### config.mk
export PLATFORM = sky130hd
export DESIGN_NAME = fetch_ctrl
export DESIGN_NICKNAME = d
export VERILOG_FILES = /design/src/rtl/fetch_ctrl_pkg.sv /design/src/rtl/fetch_ctrl.sv
export SDC_FILE = /design/constraint.sdc
export NUM_CORES = 1
export LEC_CHECK = 0
export CAP_MARGIN = 10
export CORE_MARGIN = 3
export CORE_UTILIZATION = 51
export CTS_CLUSTER_DIAMETER = 150
export CTS_CLUSTER_SIZE = 20
export DETAILED_ROUTE_END_ITERATION = 16
export GPL_ROUTABILITY_DRIVEN = 0
export PLACE_DENSITY = 0.8
export SYNTH_ARGS = -nofsm -noshare
export SYNTH_HDL_FRONTEND = slang
export SYNTH_SLANG_ARGS = --single-unit
### constraint.sdc
create_clock -name clk -period 2.1 [get_ports clk]
set_input_delay 0.63 -clock clk [delete_from_list [all_inputs] [get_ports clk]]
set_output_delay 0.63 -clock clk [all_outputs]
set_load 0.005 [all_outputs]
### src/rtl/fetch_ctrl_pkg.sv
// Shared types and constants for the fetch sequencing controller.
//   state_e : controller states
//   sel_t   : PC mux select vector {mux1, mux2, mux3, mux4, mux4_2}
//   SEL_*   : select patterns for each pc_next source
package fetch_ctrl_pkg;

    typedef enum logic [1:0] {
        IDLE   = 2'd0,
        FETCH  = 2'd1,
        BUBBLE = 2'd2,
        ERR    = 2'd3
    } state_e;

    typedef struct packed {
        logic mux1;    // 1: adder result, 0: brch_address
        logic mux2;    // 1: hold pc, 0: mux3 path
        logic mux3;    // 1: imm_20, 0: mux1 path
        logic mux4;    // 1: constant 4, 0: imm_12
        logic mux4_2;  // 1: pc, 0: reg_in
    } sel_t;

    localparam sel_t SEL_SEQ  = '{mux1: 1'b1, mux2: 1'b0, mux3: 1'b0, mux4: 1'b1, mux4_2: 1'b1};
    localparam sel_t SEL_HOLD = '{mux1: 1'b1, mux2: 1'b1, mux3: 1'b0, mux4: 1'b1, mux4_2: 1'b1};
    localparam sel_t SEL_BR   = '{mux1: 1'b0, mux2: 1'b0, mux3: 1'b0, mux4: 1'b1, mux4_2: 1'b1};
    localparam sel_t SEL_JAL  = '{mux1: 1'b1, mux2: 1'b0, mux3: 1'b1, mux4: 1'b1, mux4_2: 1'b1};
    localparam sel_t SEL_JALR = '{mux1: 1'b1, mux2: 1'b0, mux3: 1'b0, mux4: 1'b0, mux4_2: 1'b0};

    // Redirect source priority: jalr > jal > br_taken.
    function automatic sel_t redirect_sel(input logic jalr_i, input logic jal_i);
        sel_t s;
        if (jalr_i) begin
            s = SEL_JALR;
        end else if (jal_i) begin
            s = SEL_JAL;
        end else begin
            s = SEL_BR;
        end
        return s;
    endfunction

endpackage

### src/rtl/fetch_ctrl.sv
// Fetch sequencing controller for the PC/next-PC datapath.
// Drives the five PC mux selects, the imem request handshake, a post-reset
// wait, a one-cycle redirect flush and a sticky fetch-timeout watchdog.
//   clk, rst                 : clock, synchronous active-high reset
//   imem_ack                 : instruction for current pc valid
//   stall                    : decode cannot accept, hold pc
//   br_taken, jal, jalr      : redirect sources (jalr > jal > br_taken)
//   imem_req                 : fetch request (registered)
//   inst_valid               : fetched instruction consumable (combinational)
//   flush                    : squash younger instruction (registered)
//   fetch_err                : sticky watchdog error (registered)
//   mux1..mux4_2             : PC mux selects (combinational)
module fetch_ctrl
    import fetch_ctrl_pkg::*;
#(
    parameter int unsigned RST_WAIT = 2,
    parameter int unsigned TIMEOUT  = 255,
    parameter int unsigned CNT_W    = 8
) (
    input  logic clk,
    input  logic rst,
    input  logic imem_ack,
    input  logic stall,
    input  logic br_taken,
    input  logic jal,
    input  logic jalr,
    output logic imem_req,
    output logic inst_valid,
    output logic flush,
    output logic fetch_err,
    output logic mux1,
    output logic mux2,
    output logic mux3,
    output logic mux4,
    output logic mux4_2
);

    localparam logic [CNT_W-1:0] CNT_MAX     = '1;
    localparam logic [CNT_W-1:0] WAIT_LAST   = CNT_W'(RST_WAIT - 1);
    localparam logic [CNT_W-1:0] TIMEOUT_LAST = CNT_W'(TIMEOUT - 1);

    state_e           state_q, state_d;
    logic [CNT_W-1:0] cnt_q, cnt_d;
    logic [CNT_W-1:0] cnt_inc;
    logic             imem_req_q, flush_q, fetch_err_q;
    logic             redirect;
    sel_t             sel;
    sel_t             redir_sel;

    assign redirect  = jalr | jal | br_taken;
    assign redir_sel = redirect_sel(jalr, jal);
    // Shared wait/watchdog counter saturates instead of wrapping.
    assign cnt_inc   = (cnt_q == CNT_MAX) ? cnt_q : cnt_q + CNT_W'(1);

    // State, counter and registered outputs.
    always_ff @(posedge clk) begin
        if (rst) begin
            state_q     <= IDLE;
            cnt_q       <= '0;
            imem_req_q  <= 1'b0;
            flush_q     <= 1'b0;
            fetch_err_q <= 1'b0;
        end else begin
            state_q     <= state_d;
            cnt_q       <= cnt_d;
            imem_req_q  <= (state_d == FETCH);
            flush_q     <= (state_d == BUBBLE);
            fetch_err_q <= (state_d == ERR);
        end
    end

    // Next state, counter and combinational selects.
    always_comb begin
        state_d    = state_q;
        cnt_d      = cnt_q;
        sel        = SEL_HOLD;
        inst_valid = 1'b0;

        unique case (state_q)
            IDLE: begin
                if (cnt_q == WAIT_LAST) begin
                    state_d = FETCH;
                    cnt_d   = '0;
                end else begin
                    cnt_d = cnt_inc;
                end
            end
            FETCH: begin
                if (redirect) begin
                    sel     = redir_sel;
                    state_d = BUBBLE;
                    cnt_d   = '0;
                end else if (imem_ack) begin
                    // Ack under stall still flags valid; the same pc is re-fetched.
                    inst_valid = 1'b1;
                    sel        = stall ? SEL_HOLD : SEL_SEQ;
                    cnt_d      = '0;
                end else begin
                    cnt_d = cnt_inc;
                    if (cnt_q == TIMEOUT_LAST) begin
                        state_d = ERR;
                    end
                end
            end
            BUBBLE: begin
                cnt_d = '0;
                // A fresh redirect restarts the bubble rather than resuming fetch.
                if (redirect) begin
                    sel = redir_sel;
                end else begin
                    state_d = FETCH;
                end
            end
            ERR: begin
                state_d = ERR;
            end
            default: begin
                state_d = IDLE;
            end
        endcase

        if (rst) begin
            sel        = SEL_HOLD;
            inst_valid = 1'b0;
        end
    end

    assign imem_req  = imem_req_q;
    assign flush     = flush_q;
    assign fetch_err = fetch_err_q;
    assign mux1      = sel.mux1;
    assign mux2      = sel.mux2;
    assign mux3      = sel.mux3;
    assign mux4      = sel.mux4;
    assign mux4_2    = sel.mux4_2;

endmodule

==> results of run 1 <==
-- final timing paths --
path                                  from         end  slack (ps)  cells past startpoint
worst max register to register  state_q[0]    imem_req         130                      8
worst min register to register    cnt_q[7]    cnt_q[7]         560                      2
worst min-delay path              cnt_q[7]    cnt_q[7]         560                      2
worst max-delay path                  jalr  inst_valid        -100                      4
-- layout make-up --
class                      count  area, um2
multi-input combinational     83        676
timing repair buffer          38        295
fill                          99        280
sequential                    13        265
tap                           24       30.0
clock buffer                   4       26.3
inverter                       5       21.3
-- logic make-up after synthesis --
kind of cell / Yosys count / synth area share
buffers and inverters: 10 / 0.0622
AND/OR/NAND/NOR: 42 / 0.279
adder cells (fa/ha/maj): 8 / 0.111
flip-flops: 13 / 0.287
XOR/XNOR: 1 / 0.00967
AO/OA/AOI/OAI: 32 / 0.251
-- registers in the layout (all words and copies together) (netlist names) --
name,count
flush,1
state_q,2
cnt_q,8
imem_req,1
fetch_err,1
-- cell usage after synthesis, drive strengths merged, types with 2 or more instances --
master / count
dfxtp: 13
nand2: 6
o211ai: 4
nand3: 5
nor3: 6
a21oi: 3
ha: 8
nor3b: 4
inv: 5
or4b: 3
a31oi: 6
a211oi: 2
o21ai: 6
a41oi: 2
o22ai: 2
or3: 5
nor2: 4
nor4: 2
o31ai: 2
buf: 4
-- where the power goes --
group	switching [mW]	internal (mW)	leakage, nW	total (mW)
sequential	0.0422	0.309	0.107	0.351
clock	0.0832	0.0736	0.0150	0.157
combinational	0.504	0.535	0.359	1.04
total	0.629	0.918	0.481	1.55
-- per-layer routing --
layer  GRT usage  vias up  share of wire
li1            -      488              -
met1       0.334      470           0.43
met2       0.388       44           0.50
met3      0.0590        2          0.068
met4      0.0538        0         0.0039
met5           0        -              0
-- worst reg2reg max path: stages (launching register included) --
cell and delay (ps):
sky130_fd_sc_hd__dfxtp_4 360, sky130_fd_sc_hd__inv_2 80, sky130_fd_sc_hd__buf_4 130, sky130_fd_sc_hd__ha_4 160
sky130_fd_sc_hd__buf_4 120, sky130_fd_sc_hd__or4b_2 590, sky130_fd_sc_hd__o211ai_1 120, sky130_fd_sc_hd__o21ai_1 120
sky130_fd_sc_hd__nor3b_1 210
-- per-stage QoR --
step | hold slack, ps | total power [mW] | cell area (um2) | instances
global route | 609 | 1.66 | 1310 | 167
detailed placement | 529 | 1.21 | 1200 | 160
global placement | 536 | 1.18 | 1200 | 160
floorplan | 489 | 0.854 | 906 | 106
CTS | 552 | 1.47 | 1280 | 166
finish | 565 | 1.55 | 1310 | 167
-- repair_timing --
item,CTS,global route
setup endpoints to repair,19,7
gates cloned,0,0
gates resized for setup,54,14
pin swaps,5,2
buffers inserted,2,1
==> metrics.log, run 1 <==
[metrics] status: complete, but fails checks
[metrics] violations in the final reports: negative setup slack
[metrics] total global-route track usage: 0.245
[metrics] post-synthesis sequential element count: 13
[metrics] global-route wire length before repair: 4060 um
[metrics] routed wirelength normalized by instance count: 15.5 um
[metrics] Rel. slew slack: 0.775
[metrics] CTS max path bufs: 2
[metrics] worst slack at placement: -843 ps
[metrics] clock sinks: 13
[metrics] Worst path slowest cell: sky130_fd_sc_hd__or4b_4
[metrics] highest net fanout along the worst path: 2
[metrics] routed via count: 1004
[metrics] commonest non-fill, non-tap cells in the layout: sky130_fd_sc_hd__buf_4 (19), sky130_fd_sc_hd__dfxtp_1 (11), sky130_fd_sc_hd__a31oi_1 (6), sky130_fd_sc_hd__buf_2 (6)
[metrics] starting utilization of the core area: 0.568
[metrics] final critical-path setup slack: -96.8 ps
[metrics] power density cells: 1180 nW/um2
[metrics] Ys Warns: 0
[metrics] CORE AREA: 1590 um2
[metrics] Lkg Pwr: 0.481 nW
[metrics] drt drc: 0
[metrics] leading cell type in the layout, fill and taps excluded: sky130_fd_sc_hd__buf_4
[metrics] most common cell type on the critical path: sky130_fd_sc_hd__buf_2
[metrics] Die Height: 48.1 um
[metrics] Area contributors post-synth: sky130_fd_sc_hd__dfxtp_1 (29%), sky130_fd_sc_hd__ha_1 (11%), sky130_fd_sc_hd__a31oi_1 (4.1%)
[metrics] initial antenna violation count: 0
[metrics] Initial DRT Pass Iterations: 4
[metrics] number of design-rule violations left by the first detailed-router iteration: 40
[metrics] num rows: 14
[metrics] # setup viols final: 1
[metrics] max frequency: 455 MHz
[metrics] proportion of netlist area held by the largest area contributor: 0.287
[metrics] Final Max Tran Viols: 0
[metrics] share of post-route cells with drive strength above 1: 0.406
[metrics] clock tree from TritonCTS: done
[metrics] vias per cell: 6.01
[metrics] antenna fix cells: 0
[metrics] final period utilization: 1.05
[metrics] minimum clock period: 2200 ps
[metrics] HPWL reported at the end of detailed placement: 1780 um
[metrics] arrival time worst endpoint: 1570 ps
[metrics] total global routing overflow: 0
[metrics] worst setup skew after layout: 10.5 ps
[metrics] ys async rst share: 0
[metrics] startpoint-to-endpoint class of the critical path: in -> out
[metrics] number of standard cells after synthesis: 106
[metrics] Total Die Area: 2320 um2
[metrics] Hold Vio Cnt, Final: 0
[metrics] clock insertion delay at the later pin of the skew report: 280 ps
[metrics] post-CTS clock slew at the launch and capture registers of the worst setup and hold paths: 90 ps
[metrics] remaining antenna violation count after routing: 0
[metrics] number of CTS-inserted buffers: 3
[metrics] Avg Cell Area, Syn: 8.55 um2
[metrics] Post-synth EDFFs: 0
[metrics] chain of cells forming the critical path: buf_2 > or4b_4 > nor3b_2 > buf_2
[metrics] CTS Hold Buffers Added: 0
[metrics] most common flop cell mapped by yosys: sky130_fd_sc_hd__dfxtp_1
[metrics] critical path buffer and inverter count: 2
[metrics] number of unique standard cell types used by synthesis: 40
[metrics] sort of element at the end of the critical path: output pin
[metrics] delay of the slowest critical-path stage: 550 ps
[metrics] Cell Area, Synth: 906 um2
[metrics] number of max-cap violations: 0
[metrics] I/O Pins: 16
[metrics] startpoint type of the worst setup path: input pin
[metrics] area growth from synthesis to layout: 45.0%
[metrics] Final Core Density: 0.824
[metrics] type of the worst min-delay path: reg -> reg
[metrics] share of synthesized area occupied by flip-flops and latches: 0.287
[metrics] slew of the pin with the lowest slew margin: 333 ps
[metrics] worst path required time: 1470 ps
[metrics] Post-Route Setup TNS: -96.8 ps
[metrics] syn nets: 121
[metrics] leading area contributor after synthesis: sky130_fd_sc_hd__dfxtp_1
[metrics] chip width: 48.1 um
[metrics] via count of the first global-routing pass: 909
[metrics] NumNets Final: 159
[metrics] worst-case vdd ir drop: 1.10 mV
[metrics] Clock Root Buffer: sky130_fd_sc_hd__clkbuf_4
[metrics] routed wire length: 2590 um
[metrics] largest net degree at the start of global routing: 15
[metrics] depth of the CTS H-tree: 1
[metrics] PortBufs: 15
[metrics] family of cells with the greatest summed delay on the critical path: simple AND/OR/NAND/NOR gates
[metrics] unrepaired setup endpoints after global routing: true
Power figures use the tool's default switching activity.
==> run 2: changes to the inputs <==
Settings changed: CELL_PAD_IN_SITES_DETAIL_PLACEMENT from default to 2, CELL_PAD_IN_SITES_GLOBAL_PLACEMENT from default to 2, CORE_UTILIZATION 51 to 30, PLACE_DENSITY 0.8 to 0.79.
==> metrics.log, run 2 (synthesis results as in run 1) <==
[metrics] status: complete, but fails checks
[metrics] violations in the final reports: negative setup slack
[metrics] starting utilization of the core area: 0.323
[metrics] routed wire length: 4050 um
[metrics] depth of the CTS H-tree: 1
[metrics] total global-route track usage: 0.235
[metrics] Lkg Pwr: 0.521 nW
[metrics] PortBufs: 15
[metrics] I/O Pins: 16
[metrics] Hold Vio Cnt, Final: 0
[metrics] total global routing overflow: 0
[metrics] clock insertion delay at the later pin of the skew report: 290 ps
[metrics] number of max-cap violations: 0
[metrics] CTS Hold Buffers Added: 0
[metrics] number of flip-flops in the largest register: 8
[metrics] Initial DRT Pass Iterations: 3
[metrics] chip width: 61.0 um
[metrics] global-route track usage on met3: 0.0404
[metrics] overall power: 1.77 mW
[metrics] num rows: 19
[metrics] number of design-rule violations left by the first detailed-router iteration: 48
[metrics] # setup viols final: 4
[metrics] GRT Max-Usage Layer: met2
[metrics] max frequency: 451 MHz
[metrics] unrepaired setup endpoints after global routing: true
[metrics] slew of the pin with the lowest slew margin: 378 ps
[metrics] vias per cell: 5.80
[metrics] register containing the most flip-flops in the final layout: cnt_q
[metrics] HPWL reported at the end of detailed placement: 2730 um
[metrics] CTS max path bufs: 2
[metrics] area growth from synthesis to layout: 56.8%
[metrics] minimum clock period: 2220 ps
[metrics] share of post-route cells with drive strength above 1: 0.469
[metrics] startpoint type of the worst setup path: register
[metrics] initial antenna violation count: 0
[metrics] top flop regs: cnt_q (8), state_q (2)
[metrics] smallest hold slack: 571 ps
[metrics] Total Die Area: 3710 um2
[metrics] final critical-path setup slack: -119 ps
[metrics] Rel. slew slack: 0.748
[metrics] sort of element at the end of the critical path: output pin
[metrics] startpoint-to-endpoint class of the critical path: reg -> out
[metrics] routed via count: 1033
[metrics] clock sinks: 13
[metrics] worst path required time: 1470 ps
[metrics] worst slack at placement: -1030 ps
[metrics] final period utilization: 1.06
[metrics] antenna fix cells: 0
[metrics] via count of the first global-routing pass: 1093
[metrics] commonest non-fill, non-tap cells in the layout: sky130_fd_sc_hd__buf_4 (22), sky130_fd_sc_hd__dfxtp_1 (11), sky130_fd_sc_hd__buf_2 (7)
[metrics] worst-case vdd ir drop: 0.459 mV
[metrics] type of the worst min-delay path: reg -> reg
[metrics] power density cells: 1240 nW/um2
[metrics] arrival time worst endpoint: 1590 ps
[metrics] Clock Root Buffer: sky130_fd_sc_hd__clkbuf_4
[metrics] number of CTS-inserted buffers: 3
[metrics] Die Height: 61.0 um
[metrics] highest net fanout along the worst path: 2
[metrics] worst setup skew after layout: 1.63 ps
[metrics] global-route wire length before repair: 6160 um
[metrics] leading cell type in the layout, fill and taps excluded: sky130_fd_sc_hd__buf_4
[metrics] CORE AREA: 2810 um2
[metrics] number of filler instances in the final layout: 323
[metrics] drt drc: 0
[metrics] routed wirelength normalized by instance count: 22.8 um
[metrics] post-CTS clock slew at the launch and capture registers of the worst setup and hold paths: 80 ps
[metrics] clock tree from TritonCTS: done
[metrics] Global Route met1 Usage: 0.276
[metrics] Final Max Tran Viols: 0
[metrics] NumNets Final: 163
[metrics] largest net degree at the start of global routing: 15
[metrics] remaining antenna violation count after routing: 0
[metrics] met2 Usage GRT: 0.440
-- run 2: changes by cell type in the layout (fill, tap and decap cells not counted), sizes merged --
cell / change
buf: +6
clkbuf: -2
-- run 2: final timing paths --
check,startpoint,slack (ps),cells after the start,end
min,cnt_q[7],570,2,cnt_q[7]
max,state_q[1],-120,5,inst_valid
min reg2reg,cnt_q[7],570,2,cnt_q[7]
max reg2reg,state_q[0],-30,8,imem_req
-- run 2: timing repair --
action	4_1_cts	5_1_grt
setup endpoints to repair	19	11
gates resized for setup	72	11
setup buffers	3	0
pin swaps	10	8
-- run 2: critical path, stage by stage, from the launching register on --
cell and delay (ps):
sky130_fd_sc_hd__dfxtp_2 340, sky130_fd_sc_hd__inv_4 70, sky130_fd_sc_hd__ha_4 130, sky130_fd_sc_hd__or4b_4 470
sky130_fd_sc_hd__nor3b_2 160, sky130_fd_sc_hd__buf_2 130
-- run 2: routing by layer --
metal / vias up / part of all wire
li1: 490 / -
met4: 0 / 0.015
met1: 524 / 0.43
met3: 6 / 0.014
met5: - / 0
met2: 13 / 0.54
-- run 2: cell type report --
class                      instances  area [um2]  share of cell area
clock buffer                       4        26.3              0.0185
sequential                        13         265               0.187
timing repair buffer              42         339               0.239
multi-input combinational         83         727               0.512
tap                               31        38.8              0.0273
inverter                           5        23.8              0.0167
-- run 2: stage by stage --
step | std cells | instance area, um2 | TNS, ps | util
after global routing | 178 | 1420 | -705 | 0.506
after detailed placement | 172 | 1240 | -10490 | 0.444
after floorplan | 106 | 906 | 0 | -
final | 178 | 1420 | -274 | 0.506
after CTS | 179 | 1380 | -295 | 0.493
after global placement | 172 | 1240 | -8570 | 0.444
-- run 2: power by group --
| part | leakage [nW] | switching, mW | internal [mW] |
|---|---|---|---|
| combinational | 0.399 | 0.635 | 0.615 |
| clock | 0.0150 | 0.0929 | 0.0740 |
| sequential | 0.107 | 0.0402 | 0.309 |
==> run 3: changes to the inputs <==
Clock period 2.1 ns to 2.5 ns, I/O delays scaled along.
==> metrics.log, run 3 (synthesis results as in run 1) <==
[metrics] status: complete, no violations
[metrics] Final Max Tran Viols: 0
[metrics] top flop regs: cnt_q (8), state_q (2)
[metrics] antenna fix cells: 0
[metrics] final period utilization: 0.969
[metrics] register-to-register setup slack: 410 ps
[metrics] routed via count: 971
[metrics] max frequency: 413 MHz
[metrics] PortBufs: 15
[metrics] Clock Power Share: 0.116
[metrics] area growth from synthesis to layout: 33.4%
[metrics] CTS Hold Buffers Added: 0
[metrics] # setup viols final: 0
[metrics] global-route track usage on met3: 0.0383
[metrics] Final Core Density: 0.431
[metrics] type of the worst min-delay path: reg -> reg
[metrics] startpoint-to-endpoint class of the critical path: in -> out
[metrics] proportion of power drawn by combinational gates: 0.642
[metrics] slew of the pin with the lowest slew margin: 454 ps
[metrics] HPWL reported at the end of detailed placement: 2240 um
[metrics] total placed cells including tap cells: 162
[metrics] total global routing overflow: 0
[metrics] worst path required time: 1750 ps
[metrics] number of cells in the finished layout apart from fillers: 166
[metrics] smallest hold slack: 556 ps
[metrics] worst-case vdd ir drop: 0.367 mV
[metrics] Hold Vio Cnt, Final: 0
[metrics] starting utilization of the core area: 0.323
[metrics] startpoint type of the worst setup path: input pin
[metrics] leading cell type in the layout, fill and taps excluded: sky130_fd_sc_hd__buf_4
[metrics] Lkg Pwr: 0.434 nW
[metrics] Post-Route Setup TNS: 0 ps
[metrics] total placed instance area: 1170 um2
[metrics] largest net degree at the start of global routing: 15
[metrics] Clock Root Buffer: sky130_fd_sc_hd__clkbuf_4
[metrics] routed wire length: 2880 um
[metrics] register containing the most flip-flops in the final layout: cnt_q
[metrics] met2 Usage GRT: 0.327
[metrics] global-route wire length before repair: 4920 um
[metrics] initial antenna violation count: 0
[metrics] number of max-cap violations: 0
[metrics] Global Route met1 Usage: 0.205
[metrics] CORE AREA: 2810 um2
[metrics] number of CTS-inserted buffers: 3
[metrics] GRT Max-Usage Layer: met2
[metrics] share of post-route cells with drive strength above 1: 0.289
[metrics] via count of the first global-routing pass: 1085
[metrics] Total Die Area: 3710 um2
[metrics] remaining antenna violation count after routing: 0
[metrics] Rel. slew slack: 0.697
[metrics] number of design-rule violations left by the first detailed-router iteration: 16
[metrics] worst setup skew after layout: 2.28 ps
[metrics] I/O Pins: 16
[metrics] routed wirelength normalized by instance count: 17.4 um
[metrics] arrival time worst endpoint: 1670 ps
[metrics] num rows: 19
[metrics] final critical-path setup slack: 78.6 ps
[metrics] number of filler instances in the final layout: 319
[metrics] power density cells: 991 nW/um2
[metrics] vias per cell: 5.85
[metrics] Sw Share: 0.412
[metrics] sort of element at the end of the critical path: output pin
[metrics] chip width: 61.0 um
[metrics] Initial DRT Pass Iterations: 4
[metrics] CTS max path bufs: 2
[metrics] Cell Int Power: 704 uW
[metrics] NumNets Final: 151
[metrics] number of flip-flops in the largest register: 8
[metrics] clock sinks: 13
[metrics] highest net fanout along the worst path: 2
[metrics] total global-route track usage: 0.177
[metrics] clock tree from TritonCTS: done
[metrics] final instance area: 1210 um2
[metrics] unrepaired setup endpoints after global routing: false
[metrics] post-CTS clock slew at the launch and capture registers of the worst setup and hold paths: 90 ps
[metrics] Net Sw Power: 493 uW
[metrics] depth of the CTS H-tree: 1
[metrics] clock insertion delay at the later pin of the skew report: 280 ps
[metrics] commonest non-fill, non-tap cells in the layout: sky130_fd_sc_hd__buf_4 (15), sky130_fd_sc_hd__dfxtp_1 (12), sky130_fd_sc_hd__ha_1 (7)
[metrics] Die Height: 61.0 um
[metrics] worst slack at placement: -710 ps
[metrics] drt drc: 0
[metrics] overall power: 1.20 mW
[metrics] Reg power frac: 0.242
[metrics] minimum clock period: 2420 ps
run 3: final timing paths:
check / start / to / depth (start not counted)
worst min register to register: cnt_q[7] / cnt_q[7] / 2
worst max register to register: cnt_q[0] / cnt_q[7] / 6
worst max-delay path: jalr / inst_valid / 4
worst min-delay path: cnt_q[7] / cnt_q[7] / 2
run 3: area by class of cell:
cell class | instances | area [um2] | share of cell area
Timing Repair Buffer | 30 | 230 | 0.190
Inverter | 5 | 18.8 | 0.0155
Clock buffer | 4 | 26.3 | 0.0217
Multi-Input combinational cell | 83 | 633 | 0.524
Sequential cell | 13 | 262 | 0.216
Tap cell | 31 | 38.8 | 0.0321
run 3: timing repair:
item,in CTS,in global routing
pin swaps,3,2
buffers inserted,0,0
gates resized for setup,34,6
setup endpoints to repair,6,3
run 3: power groups by stage:
stage	clock network [mW]	registers, mW	logic (mW)
floorplan	0	0.299	0.419
global placement	0	0.291	0.731
detailed placement	0	0.295	0.747
CTS	0.142	0.292	0.770
global route	0.154	0.297	0.851
finish	0.139	0.290	0.769
run 3: worst max-delay path, stage by stage:
cell and delay (ps):
sky130_fd_sc_hd__buf_2 110, sky130_fd_sc_hd__or4b_4 520, sky130_fd_sc_hd__nor3b_2 160, sky130_fd_sc_hd__buf_2 130
run 3: routing by layer:
metal	vias up	part of all wire	wire (um)
met5	-	0	0
met4	0	0.0059	17
met3	2	0.021	60
met2	9	0.52	1500
met1	494	0.45	1310
li1	466	-	-
